==> src/rtl/m_seq_ctrl.sv <==
// RV32M sequencing controller: one-pass multiply, 32-step restoring divide.
// Optional macro M_DIV_BYPASS_EN short-circuits divide by 0 and unsigned divide by 1.
`ifndef MUX_MULTA_LENGTH
`define MUX_MULTA_LENGTH 1
`endif
`ifndef MUX_MULTB_LENGTH
`define MUX_MULTB_LENGTH 1
`endif
`ifndef MUX_DIV_REM_LENGTH
`define MUX_DIV_REM_LENGTH 1
`endif
`ifndef MUX_MULTA_R_UNSIGNED
`define MUX_MULTA_R_UNSIGNED 0
`endif
`ifndef MUX_MULTA_R_SIGNED
`define MUX_MULTA_R_SIGNED 1
`endif
`ifndef MUX_MULTB_D_UNSIGNED
`define MUX_MULTB_D_UNSIGNED 0
`endif
`ifndef MUX_MULTB_D_SIGNED
`define MUX_MULTB_D_SIGNED 1
`endif
`ifndef MUX_DIV_REM_R
`define MUX_DIV_REM_R 0
`endif
`ifndef MUX_DIV_REM_Z
`define MUX_DIV_REM_Z 1
`endif

module m_seq_ctrl (
    input  logic                           clk,
    input  logic                           resetn,
    input  logic                           start,
    input  logic [2:0]                     op,
    input  logic [31:0]                    rs1,
    input  logic [31:0]                    rs2,
    output logic                           busy,
    output logic                           done,
    output logic [31:0]                    result,
    output logic [`MUX_MULTA_LENGTH-1:0]   mux_multA,
    output logic [`MUX_MULTB_LENGTH-1:0]   mux_multB,
    output logic [`MUX_DIV_REM_LENGTH-1:0] mux_div_rem,
    output logic [31:0]                    R,
    output logic [62:0]                    D,
    output logic [31:0]                    Z,
    input  logic [31:0]                    sub_result,
    input  logic [31:0]                    div_rem,
    input  logic [31:0]                    div_rem_neg,
    input  logic [63:0]                    product
);

    typedef enum logic [1:0] {IDLE, MUL, DIV, FIX} state_t;

    localparam logic [`MUX_MULTA_LENGTH-1:0] MA_U = `MUX_MULTA_LENGTH'(`MUX_MULTA_R_UNSIGNED);
    localparam logic [`MUX_MULTA_LENGTH-1:0] MA_S = `MUX_MULTA_LENGTH'(`MUX_MULTA_R_SIGNED);
    localparam logic [`MUX_MULTB_LENGTH-1:0] MB_U = `MUX_MULTB_LENGTH'(`MUX_MULTA_R_UNSIGNED);
    localparam logic [`MUX_MULTB_LENGTH-1:0] MB_S = `MUX_MULTB_LENGTH'(`MUX_MULTB_D_SIGNED);
    localparam logic [`MUX_DIV_REM_LENGTH-1:0] DR_R = `MUX_DIV_REM_LENGTH'(`MUX_DIV_REM_R);
    localparam logic [`MUX_DIV_REM_LENGTH-1:0] DR_Z = `MUX_DIV_REM_LENGTH'(`MUX_DIV_REM_Z);

    state_t                          state_q, state_d;
    logic [2:0]                      op_q, op_d;
    logic                            neg_a_q, neg_a_d;
    logic                            neg_b_q, neg_b_d;
    logic                            div_zero_q, div_zero_d;
    logic [4:0]                      cnt_q, cnt_d;
    logic                            done_q, done_d;
    logic [31:0]                     result_q, result_d;
    logic [31:0]                     r_q, r_d;
    logic [62:0]                     d_q, d_d;
    logic [31:0]                     z_q, z_d;
    logic [`MUX_MULTA_LENGTH-1:0]    mux_multa_q, mux_multa_d;
    logic [`MUX_MULTB_LENGTH-1:0]    mux_multb_q, mux_multb_d;
    logic [`MUX_DIV_REM_LENGTH-1:0]  mux_div_rem_q, mux_div_rem_d;

    logic        sgn;
    logic        neg;
    logic [31:0] abs_a;
    logic [31:0] abs_b;

    always_comb begin
        state_d       = state_q;
        op_d          = op_q;
        neg_a_d       = neg_a_q;
        neg_b_d       = neg_b_q;
        div_zero_d    = div_zero_q;
        cnt_d         = cnt_q;
        done_d        = 1'b0;
        result_d      = result_q;
        r_d           = r_q;
        d_d           = d_q;
        z_d           = z_q;
        mux_multa_d   = mux_multa_q;
        mux_multb_d   = mux_multb_q;
        mux_div_rem_d = mux_div_rem_q;
        // DIV and REM (op 4, 6) are the signed divides
        sgn   = ~op[0];
        abs_a = (sgn && rs1[31]) ? 32'(-rs1) : rs1;
        abs_b = (sgn && rs2[31]) ? 32'(-rs2) : rs2;
        neg   = op_q[1] ? neg_a_q : ((neg_a_q ^ neg_b_q) & ~div_zero_q);

        unique case (state_q)
            IDLE: begin
                if (start) begin
                    op_d = op;
                    if (!op[2]) begin
                        r_d         = rs1;
                        d_d         = {rs2, 31'b0};
                        mux_multa_d = (op == 3'd1 || op == 3'd2) ? MA_S : MA_U;
                        mux_multb_d = (op == 3'd1) ? MB_S : MB_U;
                        state_d     = MUL;
                    end else begin
                        neg_a_d    = sgn & rs1[31];
                        neg_b_d    = sgn & rs2[31];
                        div_zero_d = (rs2 == 32'd0);
                        r_d        = abs_a;
                        d_d        = {abs_b, 31'b0};
                        z_d        = 32'd0;
                        cnt_d      = 5'd31;
                        state_d    = DIV;
`ifdef M_DIV_BYPASS_EN
                        if (rs2 == 32'd0) begin
                            z_d           = 32'hFFFF_FFFF;
                            mux_div_rem_d = op[1] ? DR_R : DR_Z;
                            state_d       = FIX;
                        end else if (rs2 == 32'd1 && op[0]) begin
                            z_d           = rs1;
                            r_d           = 32'd0;
                            mux_div_rem_d = op[1] ? DR_R : DR_Z;
                            state_d       = FIX;
                        end
`endif
                    end
                end
            end
            MUL: begin
                result_d = (op_q[1:0] == 2'd0) ? product[31:0] : product[63:32];
                done_d   = 1'b1;
                state_d  = IDLE;
            end
            DIV: begin
                if (d_q[62:32] == 31'd0 && r_q >= d_q[31:0]) begin
                    r_d        = sub_result;
                    z_d[cnt_q] = 1'b1;
                end
                d_d   = d_q >> 1;
                cnt_d = cnt_q - 5'd1;
                if (cnt_q == 5'd0) begin
                    mux_div_rem_d = op_q[1] ? DR_R : DR_Z;
                    state_d       = FIX;
                end
            end
            FIX: begin
                result_d = neg ? div_rem_neg : div_rem;
                done_d   = 1'b1;
                state_d  = IDLE;
            end
            default: state_d = IDLE;
        endcase
    end

    always_ff @(posedge clk or negedge resetn) begin
        if (!resetn) begin
            state_q       <= IDLE;
            op_q          <= 3'd0;
            neg_a_q       <= 1'b0;
            neg_b_q       <= 1'b0;
            div_zero_q    <= 1'b0;
            cnt_q         <= 5'd0;
            done_q        <= 1'b0;
            result_q      <= 32'd0;
            r_q           <= 32'd0;
            d_q           <= 63'd0;
            z_q           <= 32'd0;
            mux_multa_q   <= MA_U;
            mux_multb_q   <= MB_U;
            mux_div_rem_q <= DR_R;
        end else begin
            state_q       <= state_d;
            op_q          <= op_d;
            neg_a_q       <= neg_a_d;
            neg_b_q       <= neg_b_d;
            div_zero_q    <= div_zero_d;
            cnt_q         <= cnt_d;
            done_q        <= done_d;
            result_q      <= result_d;
            r_q           <= r_d;
            d_q           <= d_d;
            z_q           <= z_d;
            mux_multa_q   <= mux_multa_d;
            mux_multb_q   <= mux_multb_d;
            mux_div_rem_q <= mux_div_rem_d;
        end
    end

    assign busy        = (state_q != IDLE);
    assign done        = done_q;
    assign result      = result_q;
    assign R           = r_q;
    assign D           = d_q;
    assign Z           = z_q;
    assign mux_multA   = mux_multa_q;
    assign mux_multB   = mux_multb_q;
    assign mux_div_rem = mux_div_rem_q;

endmodule

==> config.mk <==
export PLATFORM = sky130hd
export DESIGN_NAME = m_seq_ctrl
export DESIGN_NICKNAME = d
export VERILOG_FILES = /design/src/rtl/m_seq_ctrl.sv
export SDC_FILE = /design/constraint.sdc
export NUM_CORES = 1
export LEC_CHECK = 0
export CORE_AREA = 5 5 166 168
export DETAILED_ROUTE_END_ITERATION = 7
export DIE_AREA = 0 0 171 173
export PLACE_DENSITY = 0.78
export SYNTH_ARGS = -nofsm -noshare
export SYNTH_HDL_FRONTEND = slang
export SYNTH_SLANG_ARGS = --single-unit
==> constraint.sdc <==
create_clock -name clk -period 2.95 [get_ports clk]
set_clock_uncertainty 0.1 [all_clocks]
set_input_delay 0.4425 -clock clk [delete_from_list [all_inputs] [get_ports clk]]
set_output_delay 0.4425 -clock clk [all_outputs]
set_load 0.02 [all_outputs]
# Word level (Yosys, flattened, before mapping)
# Cells that the tools add are included.
[totals]
ff_bits = 175
out_inout_bits = 164
[op_classes]
addsub = 3
order_cmp = 3
n_eq_ne = 9
n_mux = 30
n_bitwise = 8
reduce_logical = 23
[ops]
columns = ["cell", "count"]
rows = [
  ["two-way mux 32 bit", 10],
  ["one-hot mux 32 bit (2 select lines)", 3],
  ["two-way mux 63 bit", 2],
  ["one-hot mux 63 bit (2 select lines)", 1],
  ["negation 32 bit", 2],
  ["greater-or-equal comparator 32 bit", 1],
  ["zero test 32 bit", 1],
  ["bitwise OR 32 bit", 1],
  ["zero test 31 bit", 1],
  ["AND reduction 3 bit", 4],
  ["two-way mux 5 bit", 2],
  ["one-hot mux 5 bit (2 select lines)", 1],
  ["inequality test 2 bit (second input constant)", 4],
  ["AND reduction 2 bit", 4],
  ["< comparator 5 x 6 -> 1 bit (second input constant)", 1],
  ["two-way mux 1 bit", 6],
  ["two-way mux 2 bit", 3],
  ["one-hot mux 2 bit (3 select lines)", 1],
  ["nonzero test 2 bit", 3],
  ["demux 1 bit (select 5 bit)", 1],
  ["greater-or-equal comparator 5 x 1 -> 1 bit (second input constant)", 1],
  ["zero test 5 bit", 1],
  ["subtractor 5 x 1 -> 5 bit (second input constant)", 1],
  ["== test 2 bit (second input constant)", 2],
  ["11 further kinds", 19],
]

# Longest topological paths before layout
# Gate-level depths: netlist of the first run.
[logic_depth]
depth_word = 7
depth_mapped = 10
mapped_depth_nobuf = 9

# Worst setup path after synthesis of the first run
# Ideal clock, no wire load.
[synth_path]
kind = "flip-flop to flip-flop"
startpoint = "register r_q[0], in the netlist R[0]"
endpoint = "register r_q[22], in the netlist R[22]"
t_arrival_ns = 2.524
path_slack_ns = 0.202
path_stages_with_launch = 11
n_path_buf = 1
period_less_slack_ns = 2.748
path_cell_list = "dfrtp_1 inv_1 ha_1 nand2b_1 a2111oi_0 o32ai_1 o2111ai_1 nand2_1 nor2_1 buf_2 mux2_2"
[synth_between]
elab_chain_cells = 4
[synth_rtl]
columns = ["element", "line_no", "rtl"]
rows = [
  ["from (decl)", "70", "logic [31:0] r_q, r_d;"],
  ["from (signal assigned)", "188", "r_q <= r_d;"],
  ["greater-or-equal comparator 32 bit", "143", "if (d_q[62:32] == 31'd0 && r_q >= d_q[31:0]) begin"],
  ["logical AND 1 bit", "143", ""],
  ["inequality test 2 bit (no source line)", "-", ""],
  ["AND reduction 3 bit (no source line)", "-", ""],
]
# Every way passes these cells.
# A chain may end at the register's enable or synchronous reset.

# Final worst setup path of the first run
[layout_path]
startpoint = "register d_q[17], in the netlist D[17]"
endpoint = "register r_q[25], in the netlist R[25]"
[layout_between]
elab_chain_cells = 4
[layout_rtl]
columns = ["element", "line_no", "rtl"]
rows = [
  ["from (decl)", "71", "logic [62:0] d_q, d_d;"],
  ["from (signal assigned)", "174", "d_q <= 63'd0;"],
  ["from (signal assigned)", "189", "d_q <= d_d;"],
  ["greater-or-equal comparator 32 bit", "143", ""],
  ["logical AND 1 bit", "143", ""],
  ["inequality test 2 bit (no source line)", "-", ""],
  ["AND reduction 3 bit (no source line)", "-", ""],
]
# Every way passes these cells.

==> metrics.md, run 1 <==
| Metric | Value |
|---|---|
| Busiest grt layer | met2 |
| Sw Ratio | a little over two fifths |
| Worst hold path type | reg2reg |
| Fmax | 352 MHz |
| Share of post-route cells with drive strength above 1 | 12.4% |
| DR DRC count | 0 |
| Required @ worst endpoint | ~3200 ps |
| Final setup viols | 0 |
| Clock sink count | 175 |
| Flop pwr share | just under 30% |
| Crit share post-route | 96.3% |
| First-pass GRT wire length | approximately 58000 um |
| Routed wire length | about 38000 um |
| Clk_lat worst skew | ~430 ps |
| Chip Width | approximately 170 um |
| Worst-path maximum fanout | 32 |
| RSZ-0062 raised after global routing | false |
| Synth top cells by count | 175 x dfrtp_1, 143 x o21ai_0, 101 x nand2_1 |
| Fin Setup TNS | 0 ps |
| VDD IR-drop max | 0.000629 V |
| Tmin final | ~2800 ps |
| Gr usage total | approximately a quarter |
| Initial antenna violation count | 3 |
| Synthesized instance count | around 1100 |
| Crit path DAT | between 3000 and 4000 ps |
| Post-layout nets | 1782 |
| CTS Root Cell | clkbuf_16 |
| Die height | roughly 170 um |
| Max clock buf depth | 2 |
| I/O Buffers | just under 400 |
| Register area share after synthesis | between 40% and 50% |
| Post-synth top area share | a little over two fifths |
| Slew HR | 25.6% |
| Met3 usage | approximately 6.3% |
| P_int | 8.00 mW |
| Worst setup margin | roughly 110 ps |
| Remaining Overflow, GRT | 0 |
| IO Count | slightly below 400 |
| Leakage power | roughly 6.5 nW |
| Std cell rows | 59 |
| Total CTS buffers | 17 |
| Drt initial violations | 759 |
| Core area | roughly 0.026 mm2 |
| Antenna diode count | 0 |
| Startpoint types | flop |
| Combinational Power Share | roughly 54% |
| Area Growth Syn to Fin | 52.7% |
| Seq cells post-synth | ~180 |
| CTS tree | built |
| Final Hold Fails | 0 |
| Count leader, synth | dfrtp_1 |
| Vias per cell | about 5.4 |
| Netlist Area Pre-Place | about 0.010 mm2 |
| Outcome | finished clean |
| Most used flip-flop cell after synthesis | dfrtp_1 |
| Via Count | just over 10000 |
| MaxCap Viol Count | 0 |
| Placer Congestion | roughly 0.94 |
| Htree depth | 4 |
| Clk slew on worst S/H paths | approximately 80 ps |
| Met1 Use GR | about a third |
| Clk pwr share | around 16% |
| Pre-CTS setup slack | -301 ps |
| Power Dens Cells | 907 mW/mm2 |
| Routed wire length per instance | approximately 20 um |
| Met2 Use GR | 40.2% |
| Starting Density | 39.7% |
| DPL Wire Length | approximately 29000 um |
| Worst Setup Path Type | reg2reg |
| Syn Area/Cell | between 9 and 10 um2 |
| Initial DRT Pass Iterations | 5 |
| Largest net degree at the start of global routing | 100 |
| Synth area leader | dfrtp_1 |
| Layout fillers | around 2200 |
| Post-route ant nets | 0 |
| Total power draw | about 14 mW |
| P_sw | around 6 mW |
| Slew Limit Fails | 0 |
| Async SR Flop Fraction | 100% |
| Vias in the first global route | 10232 |
| Setup crit end kind | flop |
| Largest cells by area after synthesis | dfrtp_1 43%, mux2_2 7.0%, o21ai_0 7.0% |
| Die Area | roughly 0.030 mm2 |
| Synthesized net count | about 1400 |
| Worst Max-Slew Pin Slew | 1110 ps |
| EDFF count, synth | 0 |
| Count of different cell masters after synthesis | between 50 and 60 |
| Ys Warns | 0 |
[power groups by stage]
stage	registers [mW]	logic, mW	clock network (mW)
2_1_floorplan	4.93	3.41	0
6_report	4.17	7.68	2.31
5_1_grt	4.29	8.32	2.44
3_3_place_gp	4.12	7.48	0
3_5_place_dp	4.15	7.66	0
4_1_cts	4.14	7.70	2.35
[registers in the layout (all words and copies together) (netlist names), 2 cells and up]
name / flops
D: 63
R: 32
Z: 32
result: 32
cnt_q: 5
op_q: 2
state_q: 2
[per-layer routing]
metal  vias to the layer above  part of all wire (%)
li1                       4786                     -
met1                      4915                    41
met2                       354                    50
met3                        76                   6.1
met4                         6                   2.7
met5                         -                  0.12
[final cells by class]
cell class	count	area [um2]	area share [%]
well taps	335	419	2.68
multi-input cells	811	5490	35.2
clock inverters	15	168	1.07
clock buffers	17	425	2.72
inverters	44	165	1.06
repair buffers	465	4570	29.2
flip-flops and latches	175	4380	28.1
[critical path, stage by stage, from the launching register on]
cell and delay [ps]:
dfrtp_1 410, inv_1 100, ha_1 320, a21oi_1 190, o21ai_0 150, a221o_1 360
o21ai_2 190, nand2_1 130, nor2_2 150, buf_12 230, mux2_2 370
[cells by family (layout without fill, tap and decap cells)]
group           after synthesis  in the layout  synth area share, %
mux                         100            100                 10.6
compound gates              326            326                 18.9
xor+xnor                     52             52                 4.45
simple gates                295            295                 14.4
fa+ha+maj                    38             38                 4.65
flops                       175            175                 42.8
buf+inv                     111            541                 4.15
[per-stage QoR]
stage	hold slack, ps	util, %	cell area, um2	cells
detailed placement	374	58.1	15000	1829
floorplan	46.9	-	10200	1097
global placement	363	58.1	15000	1829
CTS	390	60.5	15600	1862
global route	418	60.6	15600	1862
finish	387	60.6	15600	1862
[worst paths after layout]
| path | cells past startpoint | slack, ps | endpoint | start |
|---|---|---|---|---|
| max | 10 | 110 | R[25] | D[17] |
| min | 2 | 390 | Z[19] | Z[19] |
| max reg2reg | 10 | 110 | R[25] | D[17] |
| min reg2reg | 2 | 390 | Z[19] | Z[19] |
| max in group asynchronous | 3 | 1510 | state_q[1] | resetn |
| min in group asynchronous | 2 | 470 | result[29] | resetn |
[placed cells by master (no fill, tap or decap), types with 24 or more instances in the layout]
cell	count
a211oi_1	32
a21oi_1	80
buf_4	64
clkdlybuf4s50_1	392
dfrtp_1	174
ha_1	38
inv_1	44
mux2_2	64
mux2i_1	36
nand2_1	100
nand3_1	36
nor2_1	46
nor2b_1	34
o21ai_0	142
xnor2_1	28
xor2_1	24
[timing repair]
action / in CTS / in global routing
endpoints found under the setup margin: 57 / 62
gates resized for setup: 2 / 4
gates cloned: 0 / 0
setup buffers: 0 / 0
endpoints found under the hold margin: 63 / 0
hold buffers: 1 / 0
Power figures use the tool's default switching activity.
==> run 2, diff against run 1 <==
Settings changed: CTS_BUF_LIST from default to sky130_fd_sc_hd__clkbuf_8.
==> run 2 against run 1 <==
Compared with the run above: global-route usage about the same; clock power decreased by 25%; first-iteration DRC count increased by 0.66%; non-clock buffer count unchanged; sequential share of layout area increased by 0.35 points; critical endpoint is now R[7]; largest power group unchanged; cell count unchanged; combinational power about the same; wire length decreased by 0.45%.
==> metrics.md, run 2 (same netlist as run 1, synthesis figures left out) <==
| Metric | Value |
|---|---|
| Outcome | finished clean (unchanged) |
| Post-route ant nets | 0 (unchanged) |
| Std cell rows | 59 (unchanged) |
| VDD IR-drop max | 0.000597 V (was 0.000629 V) |
| Layout fillers | 2183 (was 2158) |
| Initial antenna violation count | 3 (unchanged) |
| Worst-path maximum fanout | 32 (unchanged) |
| Final core occ | 59.9% (was 60.6%) |
| Antenna diode count | 0 (unchanged) |
| Clock sink count | 175 (unchanged) |
| CTS tree | built (unchanged) |
| Htree depth | 4 (unchanged) |
| Worst hold path cell count | 2 (unchanged) |
| CTS Root Cell | clkbuf_8 (was clkbuf_16) |
| Drt initial violations | 764 (was 759) |
| Slew Limit Fails | 0 (unchanged) |
| Starting Density | 39.7% (unchanged) |
| Hold path startpoint | Z[20] (was Z[19]) |
| Max reg flops | 63 (unchanged) |
| Routed wire length per instance | 20.1 um (was 20.2 um) |
| Setup crit end kind | flop (unchanged) |
| IO Count | 394 (unchanged) |
| Dpl cells | 1829 (unchanged) |
| Slew HR | 27.0% (was 25.6%) |
| RR Endpoint | R[7] (was R[25]) |
| Most common cell after layout, fill and taps aside | clkdlybuf4s50_1 (unchanged) |
| First-pass GRT wire length | 57700 um (about the same) |
| Clk_lat worst skew | 470 ps (was 430 ps) |
| Total power draw | 13.5 mW (was 14.2 mW) |
| Total CTS buffers | 17 (unchanged) |
| RSZ-0062 raised after global routing | false (unchanged) |
| Vias in the first global route | 10240 (was 10232) |
| Reg2reg path depth | 10 (unchanged) |
| Most frequent cells in the layout | 392 x clkdlybuf4s50_1, 174 x dfrtp_1, 142 x o21ai_0 (unchanged) |
| I/O Buffers | 393 (unchanged) |
| WHS Endpoint | Z[20] (was Z[19]) |
| Worst Max-Slew Pin Slew | 1090 ps (was 1110 ps) |
| Via Count | 10158 (was 10137) |
| Startpoint types | flop (unchanged) |
| R2R Setup Slk | 100 ps (was 110 ps) |
| Initial DRT Pass Iterations | 5 (unchanged) |
| DPL Wire Length | 29200 um (unchanged) |
| Worst reg2reg startpoint | D[17] (unchanged) |
| Clk slew on worst S/H paths | 110 ps (was 80 ps) |
| Leakage power | 6.40 nW (was 6.48 nW) |
| Clk pwr share | 12.8% (was 16.3%) |
| Routed wire length | 37400 um (was 37500 um) |
| Tmin final | 2850 ps (was 2840 ps) |
| Vias per cell | 5.46 (was 5.44) |
| Non-Filler Instances | 1862 (unchanged) |
| Combinational Power Share | 56.6% (was 54.2%) |
| Die height | 173 um (unchanged) |
| Post-layout nets | 1782 (unchanged) |
| DR DRC count | 0 (unchanged) |
| Worst setup margin | 96.5 ps (was 110 ps) |
| Fin Setup TNS | 0 ps (unchanged) |
| Gr usage total | 24.6% (about the same) |
| Max clock buf depth | 2 (unchanged) |
| Final Hold Fails | 0 (unchanged) |
| Chip Width | 171 um (unchanged) |
| Postcts setup bufs | 0 (unchanged) |
| Fmax | 350 MHz (was 352 MHz) |
| Worst Setup Path Type | reg2reg (unchanged) |
| MaxCap Viol Count | 0 (unchanged) |
| Area Growth Syn to Fin | 50.8% (was 52.7%) |
| Die Area | 0.0296 mm2 (unchanged) |
| Required @ worst endpoint | 3190 ps (was 3160 ps) |
| Remaining Overflow, GRT | 0 (unchanged) |
| Placer Congestion | 0.940 (unchanged) |
| P_int | 7.50 mW (was 8.00 mW) |
| Crit path DAT | 3100 ps (was 3050 ps) |
| Sw Ratio | 44.6% (was 43.5%) |
| Flop pwr share | 30.7% (was 29.4%) |
| Worst hold path type | reg2reg (unchanged) |
| Core area | 0.0258 mm2 (unchanged) |
| Final setup viols | 0 (unchanged) |
| Share of post-route cells with drive strength above 1 | 12.4% (unchanged) |
| Pre-CTS setup slack | -301 ps (unchanged) |
| Power Dens Cells | 878 mW/mm2 (was 907 mW/mm2) |
| Largest net degree at the start of global routing | 100 (unchanged) |
| Crit share post-route | 96.7% (was 96.3%) |
| P_sw | 6.04 mW (was 6.15 mW) |
==> run 2: changes by cell type in the layout (fill, tap and decap cells not counted) <==
cell and delta:
clkbuf_16 -17, clkbuf_8 +17
==> run 2: final cells by class <==
cell class              count  area [um2]  share of cell area [%]
flip-flops and latches    175        4380                    28.4
clock buffers              17         234                    1.52
repair buffers            465        4570                    29.6
clock inverters            15         168                    1.09
well taps                 335         419                    2.72
multi-input cells         811        5490                    35.6
inverters                  44         165                    1.07
==> run 2: stage by stage <==
stage               hold slack (ps)  instance area, um2
global placement                363               15000
detailed placement              374               15000
finish                          392               15400
floorplan                      46.9               10200
global route                    426               15400
CTS                             396               15400
==> run 2: power by group through the flow <==
| stage | Sequential, mW | Clock [mW] | Combinational, mW |
|---|---|---|---|
| 3_3_place_gp | 4.12 | 0 | 7.48 |
| 5_1_grt | 4.28 | 1.86 | 8.32 |
| 6_report | 4.15 | 1.73 | 7.66 |
| 2_1_floorplan | 4.93 | 0 | 3.41 |
| 4_1_cts | 4.13 | 1.77 | 7.70 |
| 3_5_place_dp | 4.15 | 0 | 7.66 |
==> run 2: layer usage <==
metal	up-vias	routed length, um	global-route usage [%]
met1	4932	15500	32.3
met3	73	2250	6.35
met2	361	18600	40.2
met5	-	47	0
li1	4786	-	-
met4	6	1000	6.87
==> run 2: worst max path at each step <==
stage,startpoint,to
2_1_floorplan,R[0],R[22]
3_3_place_gp,rs1[16],R[24]
3_5_place_dp,rs1[16],R[24]
4_1_cts,D[17],R[7]
5_1_grt,D[29],Z[15]
6_report,D[17],R[7]
==> run 2: timing repair <==
item                       CTS  global route
gates resized for setup      2             4
hold buffers                 1             0
hold endpoints to repair    63             0
setup endpoints to repair   61            62
==> run 2: critical path: stages, from the launching register on <==
cell	delay (ps)
dfrtp_1	420
inv_1	100
ha_1	320
a21oi_1	200
o21ai_0	150
a221o_1	370
o21ai_2	200
nand2_1	130
nor2_2	150
buf_12	230
mux2_2	370
==> run 3, diff against run 2 <==
Settings changed: CTS_CLUSTER_SIZE from default to 40.
==> results of run 3 <==
No change in the layout: final DEF, timing and power equal those of run 2.
